==> src/rtl/lsu_pkg.sv <==
// lsu_pkg: shared types and helpers for the load/store sequencer.
//   lsu_state_t : sequencer states (IDLE, RD, CAP, WR, DONE)
//   F3_*        : RISC-V funct3 size/sign encodings for loads and stores
//   lane_mask() : byte-enable mask for an access of a given size at a lane
// Optional build macro affecting users of this package: LSU_MISALIGN_CHECK_EN.
package lsu_pkg;

  typedef enum logic [2:0] {
    S_IDLE,
    S_RD,
    S_CAP,
    S_WR,
    S_DONE
  } lsu_state_t;

  localparam logic [2:0] F3_B  = 3'b000;
  localparam logic [2:0] F3_H  = 3'b001;
  localparam logic [2:0] F3_W  = 3'b010;
  localparam logic [2:0] F3_D  = 3'b011;
  localparam logic [2:0] F3_BU = 3'b100;
  localparam logic [2:0] F3_HU = 3'b101;
  localparam logic [2:0] F3_WU = 3'b110;

  // Size comes from funct3[1:0]; the mask is shifted up to the byte lane.
  function automatic logic [7:0] lane_mask(input logic [2:0] f3, input logic [2:0] off);
    logic [7:0] m;
    case (f3[1:0])
      2'd0:    m = 8'h01;
      2'd1:    m = 8'h03;
      2'd2:    m = 8'h0F;
      default: m = 8'hFF;
    endcase
    return m << off;
  endfunction

endpackage

==> src/rtl/load_store_unit_if.sv <==
// load_store_unit_if: request and memory-port signals of the load/store unit.
//   request : start, is_store, funct3, addr, wdata        (datapath -> LSU)
//   memory  : mem_addr, mem_wdata, mem_wr                 (LSU -> memory)
//             mem_rdata                                   (memory -> LSU)
//   status  : busy, done, rdata, err                      (LSU -> datapath)
// master = environment side (datapath + memory), slave = the LSU.
interface load_store_unit_if #(
  parameter int ADDR_W = 64
);
  logic              start;
  logic              is_store;
  logic [2:0]        funct3;
  logic [ADDR_W-1:0] addr;
  logic [63:0]       wdata;
  logic [ADDR_W-1:0] mem_addr;
  logic [63:0]       mem_wdata;
  logic              mem_wr;
  logic [63:0]       mem_rdata;
  logic              busy;
  logic              done;
  logic [63:0]       rdata;
  logic              err;

  modport master (
    output start, is_store, funct3, addr, wdata, mem_rdata,
    input  mem_addr, mem_wdata, mem_wr, busy, done, rdata, err
  );

  modport slave (
    input  start, is_store, funct3, addr, wdata, mem_rdata,
    output mem_addr, mem_wdata, mem_wr, busy, done, rdata, err
  );
endinterface

==> src/rtl/lsu_lane_extract.sv <==
// lsu_lane_extract: combinational load lane extraction and extension.
//   i_word   : 64-bit doubleword read from memory
//   i_off    : byte lane (address bits [2:0])
//   i_funct3 : load size/sign encoding
//   o_result : lane shifted down and sign- or zero-extended to 64 bits
module lsu_lane_extract
  import lsu_pkg::*;
(
  input  logic [63:0] i_word,
  input  logic [2:0]  i_off,
  input  logic [2:0]  i_funct3,
  output logic [63:0] o_result
);
  logic [63:0] w_shift;

  always_comb begin
    w_shift  = i_word >> {i_off, 3'b000};
    o_result = w_shift;
    case (i_funct3)
      F3_B:    o_result = {{56{w_shift[7]}},  w_shift[7:0]};
      F3_H:    o_result = {{48{w_shift[15]}}, w_shift[15:0]};
      F3_W:    o_result = {{32{w_shift[31]}}, w_shift[31:0]};
      F3_BU:   o_result = {56'd0, w_shift[7:0]};
      F3_HU:   o_result = {48'd0, w_shift[15:0]};
      F3_WU:   o_result = {32'd0, w_shift[31:0]};
      default: o_result = w_shift;
    endcase
  end
endmodule

==> src/rtl/load_store_unit.sv <==
// load_store_unit: multicycle load/store sequencer on a 64-bit memory port.
//   CLK, RST : clock and synchronous active-high reset
//   bus      : load_store_unit_if.slave (request, memory port, status)
// Sub-doubleword stores are read-modify-write; loads are lane-extracted.
// Build macro LSU_MISALIGN_CHECK_EN: when defined, misaligned or illegal
// accesses abort with err=1; otherwise addresses are forced to natural
// alignment, illegal funct3 acts as ld/sd, and err stays 0.
//
// state | meaning
// IDLE  | waiting for start; request fields latched on acceptance
// RD    | doubleword address presented to memory
// CAP   | read data valid: extract load result or merge store bytes
// WR    | mem_wr high for this single cycle
// DONE  | done pulse; err valid
module load_store_unit
  import lsu_pkg::*;
#(
  parameter int ADDR_W = 64
) (
  input logic              CLK,
  input logic              RST,
  load_store_unit_if.slave bus
);
  lsu_state_t        r_state, w_next;
  logic              r_is_store;
  logic [2:0]        r_f3;
  logic [2:0]        r_off;
  logic [63:0]       r_wdata;
  logic [63:0]       r_rdata;
  logic [63:0]       r_mem_wdata;
  logic [ADDR_W-1:0] r_mem_addr;
  logic              r_err;

  logic              w_illegal;
  logic              w_misalign;
  logic [2:0]        w_f3_eff;
  logic [2:0]        w_amask;
  logic [2:0]        w_off;
  logic [7:0]        w_bmask;
  logic [63:0]       w_mask64;
  logic [63:0]       w_wshift;
  logic [63:0]       w_merged;
  logic [63:0]       w_ext;

  // Request decode on the incoming (not yet latched) fields.
  always_comb begin
    w_illegal = bus.is_store ? bus.funct3[2] : (bus.funct3 == 3'b111);
`ifdef LSU_MISALIGN_CHECK_EN
    w_f3_eff = bus.funct3;
`else
    w_f3_eff = w_illegal ? F3_D : bus.funct3;
`endif
    case (w_f3_eff[1:0])
      2'd0:    w_amask = 3'b000;
      2'd1:    w_amask = 3'b001;
      2'd2:    w_amask = 3'b011;
      default: w_amask = 3'b111;
    endcase
`ifdef LSU_MISALIGN_CHECK_EN
    w_misalign = w_illegal || (|(bus.addr[2:0] & w_amask));
    w_off      = bus.addr[2:0];
`else
    w_misalign = 1'b0;
    w_off      = bus.addr[2:0] & ~w_amask;
`endif
  end

  // Store merge: replace only the addressed bytes of the read doubleword.
  always_comb begin
    w_mask64 = '0;
    w_bmask  = lane_mask(r_f3, r_off);
    for (int i = 0; i < 8; i++) w_mask64[i*8 +: 8] = {8{w_bmask[i]}};
    w_wshift = r_wdata << {r_off, 3'b000};
    w_merged = (bus.mem_rdata & ~w_mask64) | (w_wshift & w_mask64);
  end

  lsu_lane_extract u_extract (
    .i_word   (bus.mem_rdata),
    .i_off    (r_off),
    .i_funct3 (r_f3),
    .o_result (w_ext)
  );

  always_comb begin
    w_next = r_state;
    case (r_state)
      S_IDLE: begin
        if (bus.start) begin
          if (w_misalign)                          w_next = S_DONE;
          else if (bus.is_store && w_f3_eff == F3_D) w_next = S_WR;
          else                                     w_next = S_RD;
        end
      end
      S_RD:    w_next = S_CAP;
      S_CAP:   w_next = r_is_store ? S_WR : S_DONE;
      S_WR:    w_next = S_DONE;
      S_DONE:  w_next = S_IDLE;
      default: w_next = S_IDLE;
    endcase
  end

  always_ff @(posedge CLK) begin
    if (RST) r_state <= S_IDLE;
    else     r_state <= w_next;
  end

  always_ff @(posedge CLK) begin
    if (RST) begin
      r_is_store  <= 1'b0;
      r_f3        <= '0;
      r_off       <= '0;
      r_wdata     <= '0;
      r_rdata     <= '0;
      r_mem_wdata <= '0;
      r_mem_addr  <= '0;
      r_err       <= 1'b0;
    end else begin
      case (r_state)
        S_IDLE: begin
          if (bus.start) begin
            r_is_store <= bus.is_store;
            r_f3       <= w_f3_eff;
            r_off      <= w_off;
            r_wdata    <= bus.wdata;
            r_mem_addr <= {bus.addr[ADDR_W-1:3], 3'b000};
            if (w_misalign) r_err <= 1'b1;
            else if (bus.is_store && w_f3_eff == F3_D) r_mem_wdata <= bus.wdata;
          end
        end
        S_CAP: begin
          if (r_is_store) begin
            r_mem_wdata <= w_merged;
          end else begin
            r_rdata <= w_ext;
            r_err   <= 1'b0;
          end
        end
        S_WR:    r_err <= 1'b0;
        default: ;
      endcase
    end
  end

  assign bus.busy      = (r_state != S_IDLE);
  assign bus.done      = (r_state == S_DONE);
  assign bus.mem_wr    = (r_state == S_WR);
  assign bus.mem_addr  = r_mem_addr;
  assign bus.mem_wdata = r_mem_wdata;
  assign bus.rdata     = r_rdata;
  assign bus.err       = r_err;
endmodule

==> src/flat_wrapper.sv <==
// flat-port wrapper written by rule: the top's interface ports become plain ports
module load_store_unit_flat import lsu_pkg::*;
#(
  parameter int ADDR_W = 64
)
  (CLK, RST, bus_start, bus_is_store, bus_funct3, bus_addr, bus_wdata, bus_mem_rdata, bus_mem_addr, bus_mem_wdata, bus_mem_wr, bus_busy, bus_done, bus_rdata, bus_err);
  load_store_unit_if #(.ADDR_W(ADDR_W)) bus_i ();
  input logic CLK;
  input logic RST;
  input wire logic [$bits(bus_i.start)-1:0] bus_start;
  input wire logic [$bits(bus_i.is_store)-1:0] bus_is_store;
  input wire logic [$bits(bus_i.funct3)-1:0] bus_funct3;
  input wire logic [$bits(bus_i.addr)-1:0] bus_addr;
  input wire logic [$bits(bus_i.wdata)-1:0] bus_wdata;
  input wire logic [$bits(bus_i.mem_rdata)-1:0] bus_mem_rdata;
  output wire logic [$bits(bus_i.mem_addr)-1:0] bus_mem_addr;
  output wire logic [$bits(bus_i.mem_wdata)-1:0] bus_mem_wdata;
  output wire logic [$bits(bus_i.mem_wr)-1:0] bus_mem_wr;
  output wire logic [$bits(bus_i.busy)-1:0] bus_busy;
  output wire logic [$bits(bus_i.done)-1:0] bus_done;
  output wire logic [$bits(bus_i.rdata)-1:0] bus_rdata;
  output wire logic [$bits(bus_i.err)-1:0] bus_err;
  assign bus_i.start = bus_start;
  assign bus_i.is_store = bus_is_store;
  assign bus_i.funct3 = bus_funct3;
  assign bus_i.addr = bus_addr;
  assign bus_i.wdata = bus_wdata;
  assign bus_i.mem_rdata = bus_mem_rdata;
  assign bus_mem_addr = bus_i.mem_addr;
  assign bus_mem_wdata = bus_i.mem_wdata;
  assign bus_mem_wr = bus_i.mem_wr;
  assign bus_busy = bus_i.busy;
  assign bus_done = bus_i.done;
  assign bus_rdata = bus_i.rdata;
  assign bus_err = bus_i.err;
  load_store_unit #(.ADDR_W(ADDR_W)) u_core (.CLK(CLK), .RST(RST), .bus(bus_i));
endmodule
==> config.mk <==
export PLATFORM = sky130hd
export DESIGN_NAME = load_store_unit_flat
export DESIGN_NICKNAME = d
export VERILOG_FILES = /design/src/rtl/lsu_pkg.sv /design/src/rtl/load_store_unit_if.sv /design/src/rtl/lsu_lane_extract.sv /design/src/rtl/load_store_unit.sv /design/src/flat_wrapper.sv
export SDC_FILE = /design/constraint.sdc
export NUM_CORES = 1
export LEC_CHECK = 0
export CAP_MARGIN = 20
export CELL_PAD_IN_SITES_DETAIL_PLACEMENT = 1
export CELL_PAD_IN_SITES_GLOBAL_PLACEMENT = 2
export CORE_UTILIZATION = 30
export CTS_CLUSTER_DIAMETER = 40
export DETAILED_ROUTE_END_ITERATION = 8
export PLACE_DENSITY_LB_ADDON = 0.1
export SYNTH_ARGS = -nofsm -noshare
export SYNTH_HDL_FRONTEND = slang
export SYNTH_HIERARCHICAL = 1
export SYNTH_SLANG_ARGS = --single-unit
==> constraint.sdc <==
create_clock -name CLK -period 4.47 [get_ports CLK]
set_input_delay 0.447 -clock CLK [delete_from_list [all_inputs] [get_ports CLK]]
set_output_delay 0.447 -clock CLK [all_outputs]
set_load 0.01 [all_outputs]
==> impl_metrics.ini <==
[pwr]
power.leakage_nw = 7.33
peakVddDrop_uv = 325
pwr_density_cell_nw_per_um2 = 400

[grt]
grt-ovfl-total = 0
antenna_found_initial = 7
grt_max_degree = 132
track_usage_pct = 28.4
grt_pass1_vias = 15400
grt_first_pass_wirelength_mm = 104

[floorplan]
fp-row-count = 80
core-area_sq_um = 47600
die_y_um = 222
dieWidth_um = 222
ios = 395
die-area_sq_um = 49100
start_util_pct = 30.3

[worst_setup_path]
cp_max_fo = 57
critPathRequiredTime_ns = 4.95
critPathKind = reg -> reg
cp-end-kind = register
setup.worst_path.start_class = register
arrival_ns = 3.57

[synthesis]
ys.flop_type = dfxtp_1
syn_inst = 1771
synth_common_cells = nand2_1 (482), dfxtp_1 (263), a21oi_1 (247)
ys_ff_latch = 263
yosysMostFrequentCell = nand2_1
synth_top_cell_by_area = dfxtp_1
netlist_top_cells_area = dfxtp_1 (36%), nand2_1 (13%), mux4_2 (8.9%)
ys_seq_area_share_pct = 36.4
netlist-cell-type-count = 71
synth-async-reset-ratio_pct = 0
synth_top_area_share_pct = 36.4
yosysWarnings = 6
synth_edf_count = 0
synth_area_sq_um = 14500
post_synth.cell_area_avg_sq_um = 8.16

[final_layout]
final_cells = 2743
area_delta_synth_final_pct = 40.7
design_area_sq_um = 20400
drive_gt1_share_pct = 11.1
final_util_pct = 42.7
nets = 2278

[sta]
clock_skew_ns = 0.0329
whs_ns = 0.320
fin_tns_setup_ns = 0
finalSetupViolations = 0
worst_slew_pin_slew_ns = 0.940
max_freq_ghz = 0.324
period_needed_ns = 3.09
period_share_pct = 69.1
slew_violations = 0
relSlewSlack_pct = 37.3
rsz0062_at_grt = no
hold_violations = 0

[cts]
ctsHoldBuffers = 0
cts_htree_levels = 2
clock_path_buffers = 3
cts-root-buf = clkbuf_16
worstSkewPairLatency_ns = 0.61
cts_buffers = 56
clock_sink_count = 263
post-cts-setup-buffers = 0
clkSlewWorstSetupHoldPaths_ns = 0.05
post_cts.resized_instances = 0
cts_tree = built

[drt]
vias = 15300
firstDrtPassIters = 5
drt_iter0_drc = 1232
totalWireLength_mm = 71.3
wl_per_cell_um = 26.0
ant_nets = 0
viasPerCell = 5.57
drc_errors = 0

[placed_design]
place_congestion = 0.920
dp_hpwl_mm = 52.8
portBuffers = 390
place_inst = 2635
postPlaceCellArea_sq_um = 18600

[run_status]
status = finished, final reports clean

[min_path]
hold_path.class = in -> reg

[flow_run]
cap_violations = 0
-- cell type report --
class	count	area [sq um]
Fill cell	5553	27300
Multi-Input combinational cell	1327	8300
Sequential cell	263	5270
Timing Repair Buffer	419	4190
Clock buffer	65	1470
Tap cell	615	769
Clock inverter	39	298
Inverter	12	45.0
Antenna cell	3	7.51
-- cells by family after synthesis --
kind of cell	Yosys count	synth area share, %
flops	263	36.4
buf+inv	184	6.38
compound gates	484	20.8
mux	162	16.3
other cells	1	0.0259
simple gates	677	20.2
-- state kept, by name, summed over array words and instances, names as in the netlist --
register	flops
u_core/bus.mem_wdata	64
u_core/bus.rdata	64
u_core/r_wdata	64
u_core/bus.mem_addr	61
u_core/r_f3	3
u_core/r_off	3
u_core/r_state	3
u_core/r_is_store	1
-- layer usage --
layer	GRT usage, %	share of wire, %	vias to the layer above
li1	-	-	6933
met1	38.2	44	7561
met2	44.1	44	650
met3	7.73	8.4	118
met4	8.65	2.7	10
met5	0	0.076	-
-- layout by cell type, fill, tap and decap left out, types with 7 or more instances in the layout --
master | Yosys | routed
clkinv_4 | 0 | 10
nand2_1 | 482 | 482
a31oi_1 | 10 | 10
o221a_2 | 9 | 9
a21oi_1 | 247 | 247
o2bb2ai_1 | 9 | 9
o211a_1 | 8 | 8
o21ai_0 | 68 | 68
o221ai_1 | 8 | 8
nand4_1 | 31 | 31
mux4_2 | 57 | 57
a22oi_1 | 10 | 10
and2_1 | 13 | 12
a2bb2oi_1 | 7 | 7
nor2_1 | 55 | 55
mux2_2 | 14 | 14
buf_4 | 11 | 24
and3_1 | 9 | 9
clkdlybuf4s50_1 | 0 | 389
dfxtp_1 | 263 | 261
a2111oi_0 | 13 | 13
nand3_1 | 22 | 22
o22ai_1 | 8 | 8
a21o_1 | 12 | 12
clkbuf_16 | 0 | 56
nor3_1 | 10 | 10
clkinv_2 | 0 | 11
inv_1 | 10 | 10
mux2i_1 | 91 | 91
clkinvlp_4 | 0 | 10
a211oi_1 | 21 | 21
o211ai_1 | 20 | 20
nor2b_1 | 20 | 20
-- worst max-delay path, stage by stage (launching register included) --
cell and delay [ns]:
dfxtp_4 0.89, buf_4 0.50, o21a_1 0.27, o21ai_4 0.18
mux2i_1 0.58, a211oi_1 0.24, a31o_2 0.28
-- worst paths after layout --
check	from	endpoint	slack, ns	depth (start not counted)
worst max-delay path	u_core/r_off[0]$_SDFFE_PP0P_	u_core/bus.mem_wdata[31]$_SDFFE_PP0P_	1.38	6
worst min-delay path	RST	u_core/r_wdata[30]$_SDFFE_PP0P_	0.32	2
worst max register to register	u_core/r_off[0]$_SDFFE_PP0P_	u_core/bus.mem_wdata[31]$_SDFFE_PP0P_	1.38	6
worst min register to register	u_core/bus.mem_addr[29]$_SDFFE_PP0P_	u_core/bus.mem_addr[29]$_SDFFE_PP0P_	0.45	2
-- report_power, final --
part / switching (mW) / internal, mW
Sequential: 0.162 / 2.51
Clock: 1.48 / 2.37
Combinational: 0.907 / 0.712
-- through the flow --
step	total power, mW	setup slack [ns]
3_5_place_dp	4.31	1.20
4_1_cts	8.21	1.36
3_3_place_gp	4.30	1.31
5_1_grt	8.47	1.21
6_report	8.15	1.38
2_1_floorplan	3.51	2.42
Power figures use the tool's default switching activity.
